[config.mk]
export PLATFORM = sky130hd
export DESIGN_NAME = pipe_control_unit
export DESIGN_NICKNAME = d
export VERILOG_FILES = /design/src/rtl/pipe_control_unit.sv
export SDC_FILE = /design/constraint.sdc
export NUM_CORES = 1
export LEC_CHECK = 0
export BUFFER_PORTS_ARGS = -buffer_cell sky130_fd_sc_hd__buf_4
export CAP_MARGIN = 30
export CORE_UTILIZATION = 41
export DETAILED_ROUTE_END_ITERATION = 8
export GPL_TIMING_DRIVEN = 0
export PLACE_DENSITY = 0.77
export SETUP_SLACK_MARGIN = 0.15
export SLEW_MARGIN = 20
export SYNTH_ARGS = -nofsm -noshare
export SYNTH_HDL_FRONTEND = slang
export SYNTH_SLANG_ARGS = --single-unit
[constraint.sdc]
create_clock -name clock -period 2.05 [get_ports clock]
set_input_delay 0 -clock clock [delete_from_list [all_inputs] [get_ports clock]]
set_output_delay 0 -clock clock [all_outputs]
set_load 0.02 [all_outputs]
[src/rtl/pipe_control_unit.sv]
// rtl/pipe_control_unit.sv - pipelined ID/EX/MEM/WB control decode with jump-squash FSM
// Optional branch decodes (BEQ/BNE/BGTZ/BLEZ) enabled by defining BRANCH_DECODE_EN.
module pipe_control_unit #(
    parameter int CTRL_W       = 8,
    parameter int JUMP_BUBBLES = 1
) (
    input  logic              clock,
    input  logic              reset,
    input  logic [5:0]        opcode,
    input  logic [5:0]        funct,
    input  logic              instValid,
    input  logic              stall,
    input  logic              flush,
    output logic [CTRL_W-1:0] idCtrl,
    output logic [CTRL_W-1:0] exCtrl,
    output logic [CTRL_W-1:0] memCtrl,
    output logic [CTRL_W-1:0] wbCtrl,
    output logic              isJump,
    output logic [1:0]        branchSrc,
    output logic [2:0]        compareCode,
    output logic              jumpSquash
);

    typedef enum logic {
        S_IDLE   = 1'b0,
        S_BUBBLE = 1'b1
    } state_t;

    state_t      r_state;
    state_t      w_state_nxt;
    logic [1:0]  r_cnt;
    logic [1:0]  w_cnt_nxt;
    logic [7:0]  w_dec_ctrl;
    logic [1:0]  w_dec_bsrc;
    logic [2:0]  w_dec_cc;
    logic        w_dec_jump;
    logic        w_squash;

    always_comb begin
        w_dec_ctrl = 8'h00;
        w_dec_bsrc = 2'b00;
        w_dec_cc   = 3'b000;
        w_dec_jump = 1'b0;
        if (instValid) begin
            case (opcode)
                6'h00: begin
                    if (funct == 6'h08) begin
                        w_dec_bsrc = 2'b10;
                        w_dec_cc   = 3'b101;
                        w_dec_jump = 1'b1;
                    end else begin
                        w_dec_ctrl = 8'h04;
                    end
                end
                6'h02: begin
                    w_dec_bsrc = 2'b01;
                    w_dec_cc   = 3'b101;
                    w_dec_jump = 1'b1;
                end
                6'h03: begin
                    w_dec_ctrl = 8'h46;
                    w_dec_bsrc = 2'b01;
                    w_dec_cc   = 3'b101;
                    w_dec_jump = 1'b1;
                end
                6'h08, 6'h0C: w_dec_ctrl = 8'hA4;
                6'h23:        w_dec_ctrl = 8'hB5;
                6'h2B:        w_dec_ctrl = 8'h88;
`ifdef BRANCH_DECODE_EN
                // Branches redirect fetch like jumps, so they share the squash path.
                6'h04: begin w_dec_cc = 3'b001; w_dec_jump = 1'b1; end
                6'h05: begin w_dec_cc = 3'b010; w_dec_jump = 1'b1; end
                6'h07: begin w_dec_cc = 3'b011; w_dec_jump = 1'b1; end
                6'h06: begin w_dec_cc = 3'b100; w_dec_jump = 1'b1; end
`endif
                default: ;
            endcase
        end
    end

    assign jumpSquash  = (r_state == S_BUBBLE);
    assign w_squash    = jumpSquash | flush;
    assign idCtrl      = w_squash ? '0 : CTRL_W'(w_dec_ctrl);
    assign isJump      = ~w_squash & w_dec_jump;
    assign branchSrc   = w_squash ? 2'b00 : w_dec_bsrc;
    assign compareCode = w_squash ? 3'b000 : w_dec_cc;

    always_comb begin
        w_state_nxt = r_state;
        w_cnt_nxt   = r_cnt;
        if (flush) begin
            w_state_nxt = S_IDLE;
            w_cnt_nxt   = 2'd0;
        end else if (!stall) begin
            case (r_state)
                S_IDLE: begin
                    if (isJump && (JUMP_BUBBLES > 0)) begin
                        w_state_nxt = S_BUBBLE;
                        w_cnt_nxt   = 2'(JUMP_BUBBLES);
                    end
                end
                S_BUBBLE: begin
                    if (r_cnt == 2'd1) begin
                        w_state_nxt = S_IDLE;
                    end
                    w_cnt_nxt = r_cnt - 2'd1;
                end
                default: begin
                    w_state_nxt = S_IDLE;
                    w_cnt_nxt   = 2'd0;
                end
            endcase
        end
    end

    always_ff @(posedge clock) begin
        if (reset) begin
            r_state <= S_IDLE;
            r_cnt   <= 2'd0;
        end else begin
            r_state <= w_state_nxt;
            r_cnt   <= w_cnt_nxt;
        end
    end

    // MEM and WB always advance; only the EX entry point sees stall/flush bubbles.
    always_ff @(posedge clock) begin
        if (reset) begin
            exCtrl  <= '0;
            memCtrl <= '0;
            wbCtrl  <= '0;
        end else begin
            exCtrl  <= (stall | flush) ? '0 : idCtrl;
            memCtrl <= exCtrl;
            wbCtrl  <= memCtrl;
        end
    end

endmodule

==> metrics.yaml, run 1 <==
status: "finished, final reports clean"
final_nets: 183
setup_tns_ps: 0
crit_required_ps: 2050
rsz0062_at_grt: "yes"
switching_share_pct: 22.6
hold_ws_ps: 19.2
skew_ps: 8.43
pre_cts_ws_ps: 416
setup_slack_ps: 200
ys_seq_elements: 21
ant_nets: 0
synth_nets: 117
synth-compound-area-share_pct: 10.7
met1_length_um: 894
tightest_slew_ps: 496
crit_family: "buffers and inverters"
syn-instance-count: 99
crit_chain: "dlygate4sd3_1 > buf_6 > or4_4 > nor3_1 > nand2_1 > a211oi_1 > buf_4"
critPathLaunchType: "primary input"
post-route-period-util_pct: 90.2
die-area_sq_mm: 0.00241
antennaDiodeCount: 0
synthArstFlopShare_pct: 0
slowest_stage: "dlygate4sd3_1"
wl_per_cell_um: 11.0
path_clk_slew_ps: 100
dp_hpwl_um: 1540
synth_fa_ha_area_share_pct: 1.38
end_kind: "primary output"
finalHoldViolations: 0
drc: 0
coreArea_sq_mm: 0.00202
max_cap_viol_count: 0
tritoncts: "yes"
fp.dieW_um: 49.1
cts_made_buffers: 3
cp_slowest_stage_delay_ps: 550
area_growth_pct: 62.3
fmax_mhz: 541
io_pins: 56
start_util_pct: 44.9
synth_top_family_by_area: "simple AND/OR/NAND/NOR gates"
clock-sinks: 21
syn_area_per_cell_sq_um: 9.18
place.gp.congestion: 0.711
cts_buffer_depth: 2
vias_per_cell: 4.64
seqPwrFrac_pct: 60.7
fp-row-count: 16
worstSetupPathType: "in -> out"
grt_max_degree: 13
synthesis.area_sq_um: 908
portBuffers: 53
synth_edf_count: 0
clockPowerShare_pct: 27.6
setup_viol: 0
finalPower_mw: 0.670
topRoutingLayerUsed: "met4"
synth_warnings: 0
power_switching_mw: 0.151
grt_pass1_vias: 789
fp.dieH_um: 49.1
synth.mux.area_fraction_pct: 0
p_leak_nw: 0.702
vias: 887
clock_latency_ps: 290
drt-initial-drc-count: 11
first_pass_iters: 4
track_usage_pct: 17.1
synth_seq_area_share_pct: 46.3
p_comb_share_pct: 11.7
ys.flop_type: "dfxtp_1"
cp.arrival_ps: 1850
synth_xor_area_share_pct: 0
ir_drop_mv: 0.255
yosysUniqueCellTypes: 31
drive_gt1_share_pct: 48.8
cts_root_buf: "clkbuf_4"
gr-total-overflow: 0
hold_class: "in -> reg"
synth_simple_gate_area_share_pct: 28.8
cts-htree-levels: 1
wl_met2_um: 1050
wirelength_um: 2100
max-slew-margin-rel_pct: 66.4
wl_met3_um: 122
path_buf_inv: 3
p_int_mw: 0.518
crit_fanout: 7
antenna_found_initial: 0
grt_pass1_wl_um: 3250
slew_violations: 0
fin_crit_ps: 1850
cellPowerDensity_mw_per_mm2: 455
[final timing paths]
path	cells past startpoint	slack, ps	end	start
worst max-delay path	7	200	idCtrl[2]	opcode[3]
worst min-delay path	3	20	r_cnt[1]	stall
worst max register to register	6	460	r_cnt[0]	jumpSquash
worst min register to register	1	470	wbCtrl[5]	memCtrl[5]
[logic make-up (layout without fill, tap and decap cells)]
group	Yosys count	count (layout)
simple gates	46	46
flops	21	21
buf+inv	17	82
compound gates	13	13
fa+ha+maj	1	1
other cells	1	1
[power by group through the flow]
| stage | clock (mW) | combinational, mW | sequential (mW) |
|---|---|---|---|
| 3_5_place_dp | 0 | 0.0643 | 0.418 |
| 4_1_cts | 0.194 | 0.0735 | 0.408 |
| 2_1_floorplan | 0 | 0.0270 | 0.418 |
| 6_report | 0.185 | 0.0783 | 0.407 |
| 3_3_place_gp | 0 | 0.0631 | 0.418 |
| 5_1_grt | 0.213 | 0.0842 | 0.407 |
[cells in the mapped netlist (2+ instances only)]
| library cell | count | area (sq um) |
|---|---|---|
| a31oi_1 | 2 | 12.5 |
| clkbuf_1 | 2 | 7.51 |
| nand2_1 | 6 | 22.5 |
| nor4b_1 | 2 | 17.5 |
| buf_4 | 11 | 82.6 |
| nor2b_1 | 12 | 75.1 |
| and3_1 | 3 | 18.8 |
| o21a_1 | 3 | 22.5 |
| nor2_1 | 9 | 33.8 |
| nand3_1 | 2 | 10.0 |
| dfxtp_1 | 21 | 420 |
| nor3_1 | 5 | 25.0 |
| inv_1 | 3 | 11.3 |
[registers in the layout, indices dropped and copies added (netlist names)]
signal and cells:
r_cnt 2, exCtrl 6, jumpSquash 1, memCtrl 6
wbCtrl 6
[per-layer routing]
| metal | vias up | global-route usage (%) |
|---|---|---|
| met1 | 389 | 19.4 |
| met4 | 0 | 7.35 |
| met5 | - | 0 |
| met2 | 41 | 31.7 |
| met3 | 2 | 1.87 |
| li1 | 455 | - |
[layout by cell type (no fill, tap or decap), drive strengths merged, types with 2 or more instances in the layout]
| master | n |
|---|---|
| buf | 68 |
| dfxtp | 21 |
| nor2b | 12 |
| nor2 | 10 |
| nand2 | 6 |
| nor3 | 6 |
| dlygate4sd3 | 5 |
| clkbuf | 5 |
| inv | 3 |
| o21a | 3 |
| and3 | 3 |
| nor4b | 2 |
| nand3 | 2 |
| a31oi | 2 |
| o21ai | 2 |
[what timing repair did]
item	in CTS	in global routing
buffers inserted	0	3
cloned	0	0
pin swaps	0	2
endpoints found under the setup margin	4	6
endpoints found under the hold margin	8	0
resized for setup	2	7
hold buffers	5	0
[per-stage QoR]
step / cell area (sq um) / std cells / utilization, %
6_report: 1470 / 191 / 72.9
5_1_grt: 1470 / 191 / 72.9
4_1_cts: 1430 / 188 / 70.5
3_5_place_dp: 1340 / 179 / 66.3
2_1_floorplan: 908 / 99 / -
3_3_place_gp: 1340 / 179 / 66.3
[worst reg2reg max path: cells and delay by family (launching register included)]
family / cells / cell delay [ps]
flops: 1 / 370
buf+inv: 2 / 270
compound gates: 1 / 100
simple gates: 3 / 790
[area by class of cell]
class / instances / area, sq um
buffer: 14 / 101
inverter: 3 / 11.3
sequential: 21 / 424
timing repair buffer: 61 / 478
clock buffer: 3 / 22.5
clock inverter: 1 / 5.00
multi-input combinational: 61 / 398
tap: 27 / 33.8
fill: 161 / 548
Power figures use the tool's default switching activity.
==> run 2: changes to the inputs <==
Settings changed: BUFFER_PORTS_ARGS -buffer_cell sky130_fd_sc_hd__buf_4 to -buffer_cell sky130_fd_sc_hd__buf_2, CELL_PAD_IN_SITES_DETAIL_PLACEMENT from default to 1, CELL_PAD_IN_SITES_GLOBAL_PLACEMENT from default to 2, CORE_MARGIN from default to 2, CORE_UTILIZATION 41 to 22, PLACE_DENSITY 0.77 to default, PLACE_DENSITY_LB_ADDON from default to 0.1.
==> run 2 against run 1 <==
- sequential power is essentially flat
- hold slack improved by 30 ps
- combinational power shrank 16%
- largest cell class is now sequential cells
- final cell count increased by 9.9%
- non-clock buffer count is 4 lower
- critical path type is now reg -> out
- sequential share of layout area is 2.8 points higher
- global-route usage shrank 6.0 points
==> metrics.yaml, run 2 (same netlist as run 1, synthesis figures left out) <==
slew_violations: 0  # unchanged
final_nets: 179  # was 183
slowest_stage: "or3b_4"  # was dlygate4sd3_1
antenna_found_initial: 0  # unchanged
place.gp.congestion: 0.719  # was 0.711
r2r_end: "r_cnt[1]"  # was r_cnt[0]
ir_drop_mv: 0.208  # was 0.255 mV
wirelength_um: 2450  # was 2100 um
p_leak_nw: 0.672  # was 0.702 nW
vias_per_cell: 4.16  # was 4.64
max-slew-margin-rel_pct: 62.9  # was 66.4%
grt_pass1_vias: 836  # was 789
cts-htree-levels: 1  # unchanged
start_util_pct: 22.7  # was 44.9%
rrSetupSlack_ps: 520  # was 460 ps
end_kind: "primary output"  # unchanged
fin_crit_ps: 1830  # was 1850 ps
rr_worst_depth: 5  # was 6
coreArea_sq_mm: 0.00400  # was 0.00202 sq mm
clock-sinks: 21  # unchanged
area_growth_pct: 47.1  # was 62.3%
die-area_sq_mm: 0.00466  # was 0.00241 sq mm
final_cell_mix: "53 x buf_2, 20 x dfxtp_1, 12 x nor2b_1, 11 x buf_4, 7 x nor2_1"  # was 65 x buf_4, 20 x dfxtp_1, 12 x nor2b_1, 8 x nor2_1, 6 x nand2_1
tightest_slew_ps: 549  # was 496 ps
tritoncts: "yes"  # unchanged
crit_required_ps: 2050  # about the same
io_pins: 56  # unchanged
rsz0062_at_grt: "yes"  # unchanged
wl_per_cell_um: 11.6  # was 11.0 um
critPathLaunchType: "flop"  # was primary input
grt_max_degree: 13  # unchanged
fp.dieW_um: 68.3  # was 49.1 um
crit_path_start: "jumpSquash"  # was opcode[3]
cp.arrival_ps: 1830  # was 1850 ps
cts_made_buffers: 3  # unchanged
cts_root_buf: "clkbuf_8"  # was clkbuf_4
post-route-period-util_pct: 89.0  # was 90.2%
fp-row-count: 23  # was 16
r2r_start: "jumpSquash"  # unchanged
gr-total-overflow: 0  # unchanged
drt-initial-drc-count: 28  # was 11
pre_cts_ws_ps: 375  # was 416 ps
crit_chain: "or3b_4 > or2_1 > buf_6 > nor2_4 > buf_4 > buf_2"  # was dlygate4sd3_1 > buf_6 > or4_4 > nor3_1 > nand2_1 > a211oi_1 > buf_4
portBuffers: 53  # unchanged
setup_tns_ps: 0  # unchanged
ant_nets: 0  # unchanged
worstHoldStart: "stall"  # unchanged
finalHoldViolations: 0  # unchanged
path_clk_slew_ps: 80  # was 100 ps
crit_fanout: 7  # unchanged
hold_class: "in -> reg"  # unchanged
max_cap_viol_count: 0  # unchanged
skew_ps: 5.27  # was 8.43 ps
status: "finished, final reports clean"  # unchanged
crit_end: "compareCode[2]"  # was idCtrl[2]
setup_viol: 0  # unchanged
cellPowerDensity_mw_per_mm2: 558  # was 455 mW/mm^2
dp_hpwl_um: 1910  # was 1540 um
vias: 873  # was 887
final_common_cell: "buf_2"  # was buf_4
worstSetupPathType: "reg -> out"  # was in -> out
drive_gt1_share_pct: 48.1  # was 48.8%
setup_slack_ps: 225  # was 200 ps
first_pass_iters: 3  # was 4
fp.dieH_um: 68.3  # was 49.1 um
postCtsSetupRepairBufs: 0  # unchanged
antennaDiodeCount: 0  # unchanged
grt_pass1_wl_um: 3820  # was 3250 um
track_usage_pct: 11.1  # was 17.1%
reg_top3: "exCtrl x6, memCtrl x6, wbCtrl x6"  # unchanged
cts_buffer_depth: 2  # unchanged
clock_latency_ps: 260  # was 290 ps
fmax_mhz: 548  # was 541 MHz
drc: 0  # unchanged
cp_slowest_stage_delay_ps: 430  # was 550 ps
run 2: timing repair:
| action | 4_1_cts | 5_1_grt |
|---|---|---|
| hold buffers | 4 | 0 |
| resized for setup | 2 | 3 |
| hold endpoints to repair | 7 | 0 |
| endpoints found under the setup margin | 4 | 4 |
run 2: stage by stage:
step	total power, mW	utilization, %	instance area [sq um]	hold slack (ps)	cells
detailed placement	0.476	30.9	1240	220	202
global route	0.779	33.4	1340	57.3	210
CTS	0.755	33.2	1330	41.9	210
finish	0.745	33.4	1340	49.0	210
floorplan	0.445	-	908	52.3	99
global placement	0.475	30.9	1240	208	202
run 2: how the worst min path moves through the flow:
stage                    to  slack, ps  cells past startpoint
6_report           r_cnt[1]         50                      3
3_3_place_gp       r_cnt[1]        210                      2
3_5_place_dp       r_cnt[1]        220                      2
2_1_floorplan  branchSrc[1]         50                      1
5_1_grt            r_cnt[1]         60                      3
4_1_cts            r_cnt[1]         40                      3
run 2: critical path: cells and delay by family (launching register included):
kind | cells | cell delay, ps
flip-flops | 1 | 360
AND/OR/NAND/NOR | 3 | 790
buffers and inverters | 3 | 410
run 2: cell type report:
cell class,instances,area (sq um)
Fill cell,496,2660
Multi-Input combinational cell,61,388
Sequential cell,21,422
Timing Repair Buffer,57,305
Buffer,14,101
Clock inverter,1,5.00
Tap cell,50,62.6
Inverter,3,11.3
Clock buffer,3,41.3
run 2: power by group:
group	switching [mW]	total, mW	internal [mW]
clock network	0.136	0.272	0.135
registers	0.000192	0.408	0.408
logic	0.0385	0.0656	0.0271
total	0.175	0.745	0.570
run 2: per-layer routing:
metal / vias up / wire (um) / GRT usage, %
met5: - / 0 / 0
met4: 0 / 27 / 6.00
met3: 2 / 174 / 1.97
met2: 37 / 1150 / 18.9
met1: 387 / 1090 / 13.2
li1: 447 / - / -
==> run 3: changes to the inputs <==
--- a/config.mk
+++ b/config.mk
@@ -13,4 +13,5 @@
 export CORE_UTILIZATION = 22
 export DETAILED_ROUTE_END_ITERATION = 8
+export GPL_ROUTABILITY_DRIVEN = 1
 export GPL_TIMING_DRIVEN = 0
 export PLACE_DENSITY_LB_ADDON = 0.1
==> constraint.sdc (replaced) <==
create_clock -name clock -period 2.05 [get_ports clock]
set_input_delay 0.1025 -clock clock [delete_from_list [all_inputs] [get_ports clock]]
set_output_delay 0.1025 -clock clock [all_outputs]
set_load 0.02 [all_outputs]
==> run 3 against run 2 <==
- clock skew down 1.3 ps
- highest routed layer unchanged
- combinational power decreased by 4.7%
- clock-buffer cell count is the same
- sequential power about the same
- power fell by 0.83%
- setup slack got worse by 17 ps
- routed wire length is 0.12% higher
- global-route usage hardly changed
- via count unchanged
- first-iteration DRC count decreased by 7.1%
- hold slack worse by 8.6 ps
==> metrics.yaml, run 3 (same netlist as run 1, synthesis figures left out) <==
start_util_pct: 22.7  # unchanged
crit_fanout: 6  # was 7
cp_slowest_stage_delay_ps: 390  # was 430 ps
setup_tns_ps: 0  # unchanged
track_usage_pct: 11.2  # was 11.1%
final_nets: 179  # unchanged
portBuffers: 53  # unchanged
hold_end: "r_cnt[1]"  # unchanged
fmax_mhz: 543  # was 548 MHz
drive_gt1_share_pct: 50.6  # was 48.1%
end_kind: "primary output"  # unchanged
coreArea_sq_mm: 0.00400  # unchanged
wl_per_cell_um: 11.7  # was 11.6 um
grt_max_degree: 13  # unchanged
worstSetupPathType: "reg -> out"  # unchanged
vias: 873  # unchanged
cts-htree-levels: 1  # unchanged
hold_ws_ps: 40.3  # was 49.0 ps
clock_latency_ps: 260  # about the same
first_pass_iters: 4  # was 3
layout.area.seq_sq_um: 424  # was 422 sq um
post-route-period-util_pct: 89.9  # was 89.0%
slew_violations: 0  # unchanged
clock-sinks: 21  # unchanged
fp.dieH_um: 68.3  # unchanged
area_growth_pct: 48.3  # was 47.1%
skew_ps: 3.94  # was 5.27 ps
crit_family: "simple AND/OR/NAND/NOR gates"  # unchanged
fin_crit_ps: 1840  # was 1830 ps
io_pins: 56  # unchanged
final_cell_mix: "49 x buf_2, 20 x dfxtp_1, 19 x buf_4, 12 x nor2b_1, 7 x nor2_1"  # was 53 x buf_2, 20 x dfxtp_1, 12 x nor2b_1, 11 x buf_4, 7 x nor2_1
worstHoldStart: "flush"  # was stall
crit_chain: "or3b_4 > or2_1 > buf_6 > nor4_4 > buf_4"  # was or3b_4 > or2_1 > buf_6 > nor2_4 > buf_4 > buf_2
drc: 0  # unchanged
fp.dieW_um: 68.3  # unchanged
met1_length_um: 1070  # was 1090 um
fp-row-count: 23  # unchanged
max-slew-margin-rel_pct: 64.0  # was 62.9%
tightest_slew_ps: 533  # was 549 ps
r2r_start: "jumpSquash"  # unchanged
die-area_sq_mm: 0.00466  # unchanged
cts_hold_buf: 0  # was 4
rsz0062_at_grt: "yes"  # unchanged
cts_buffer_depth: 2  # unchanged
ir_drop_mv: 0.205  # was 0.208 mV
setup_viol: 0  # unchanged
reg_top3: "exCtrl x6, memCtrl x6, wbCtrl x6"  # unchanged
fin_util_pct: 33.7  # was 33.4%
min_path_cells: 2  # was 3
fillers: 492  # was 496
rr_worst_depth: 6  # was 5
critPathLaunchType: "flop"  # unchanged
cp.arrival_ps: 1740  # was 1830 ps
cts_made_buffers: 3  # unchanged
cts_root_buf: "clkbuf_8"  # unchanged
finalHoldViolations: 0  # unchanged
ant_nets: 0  # unchanged
grt_pass1_vias: 818  # was 836
multi_input_area_sq_um: 397  # was 388 sq um
max_cap_viol_count: 0  # unchanged
p_leak_nw: 0.678  # was 0.672 nW
crit_required_ps: 1950  # was 2050 ps
wl_met2_um: 1170  # was 1150 um
wl_met3_um: 178  # was 174 um
hold_class: "in -> reg"  # unchanged
path_buf_inv: 2  # was 3
topRoutingLayerUsed: "met4"  # unchanged
cellPowerDensity_mw_per_mm2: 548  # was 558 mW/mm^2
grt_pass1_wl_um: 3810  # was 3820 um
antennaDiodeCount: 0  # unchanged
rrSetupSlack_ps: 450  # was 520 ps
r2r_end: "r_cnt[1]"  # unchanged
wirelength_um: 2450  # about the same
tritoncts: "yes"  # unchanged
vias_per_cell: 4.16  # unchanged
status: "finished, final reports clean"  # unchanged
path_clk_slew_ps: 80  # about the same
finalPower_mw: 0.739  # was 0.745 mW
place.gp.congestion: 0.719  # unchanged
slowest_stage: "or3b_4"  # unchanged
drt-initial-drc-count: 26  # was 28
final_common_cell: "buf_2"  # unchanged
dp_hpwl_um: 1910  # unchanged
antenna_found_initial: 0  # unchanged
gr-total-overflow: 0  # unchanged
## run 3: changes by cell type in the layout (fill, tap and decap cells not counted)
cell | previous run | this run
buf_4 | 11 | 19
buf_2 | 53 | 49
dlygate4sd3_1 | 4 | 0
dfxtp_2 | 1 | 0
dfxtp_4 | 0 | 1
nor4_2 | 1 | 0
nor4_4 | 0 | 1
## run 3: what timing repair did
item | CTS | global route
gates resized for setup | 6 | 5
endpoints found under the setup margin | 7 | 6
pin swaps | 1 | 0
setup buffers | 2 | 2
## run 3: how the worst max path moves through the flow
| stage | slack (ps) | cells after the start | from | to |
|---|---|---|---|---|
| after floorplan | 190 | 5 | jumpSquash | idCtrl[6] |
| after global placement | 310 | 6 | jumpSquash | compareCode[2] |
| after detailed placement | 270 | 6 | jumpSquash | compareCode[2] |
| after CTS | 160 | 5 | jumpSquash | branchSrc[1] |
| after global routing | 130 | 5 | jumpSquash | branchSrc[1] |
| final | 210 | 5 | jumpSquash | branchSrc[1] |
## run 3: where the power goes
part	internal (mW)	switching, mW
Sequential	0.406	0.000161
Combinational	0.0240	0.0385
Clock	0.135	0.135
## run 3: per-layer routing
layer	global-route usage, %	vias up
met5	0	-
met4	6.00	0
met3	1.97	2
met2	18.7	37
met1	13.5	388
li1	-	446
## run 3: stage by stage
step                setup slack, ps  cells  cell area (sq um)
floorplan                       187     99                908
global placement                307    202               1240
detailed placement              272    202               1240
CTS                             161    208               1310
global route                    131    210               1350
finish                          208    210               1350
## run 3: worst register-to-register path: stages (launching register included)
cell,delay (ps)
dfxtp_4,350
or3b_4,390
or2_1,230
buf_6,140
buf_4,140
o21ai_1,120
a311oi_1,100
## run 3: layout make-up
cell class                      instances  area share, %
Buffer                                 14           7.52
Clock buffer                            3           3.06
Clock inverter                          1          0.371
Inverter                                3          0.836
Multi-Input combinational cell         61           29.4
Sequential cell                        21           31.5
Tap cell                               50           4.64
Timing Repair Buffer                   57           22.7
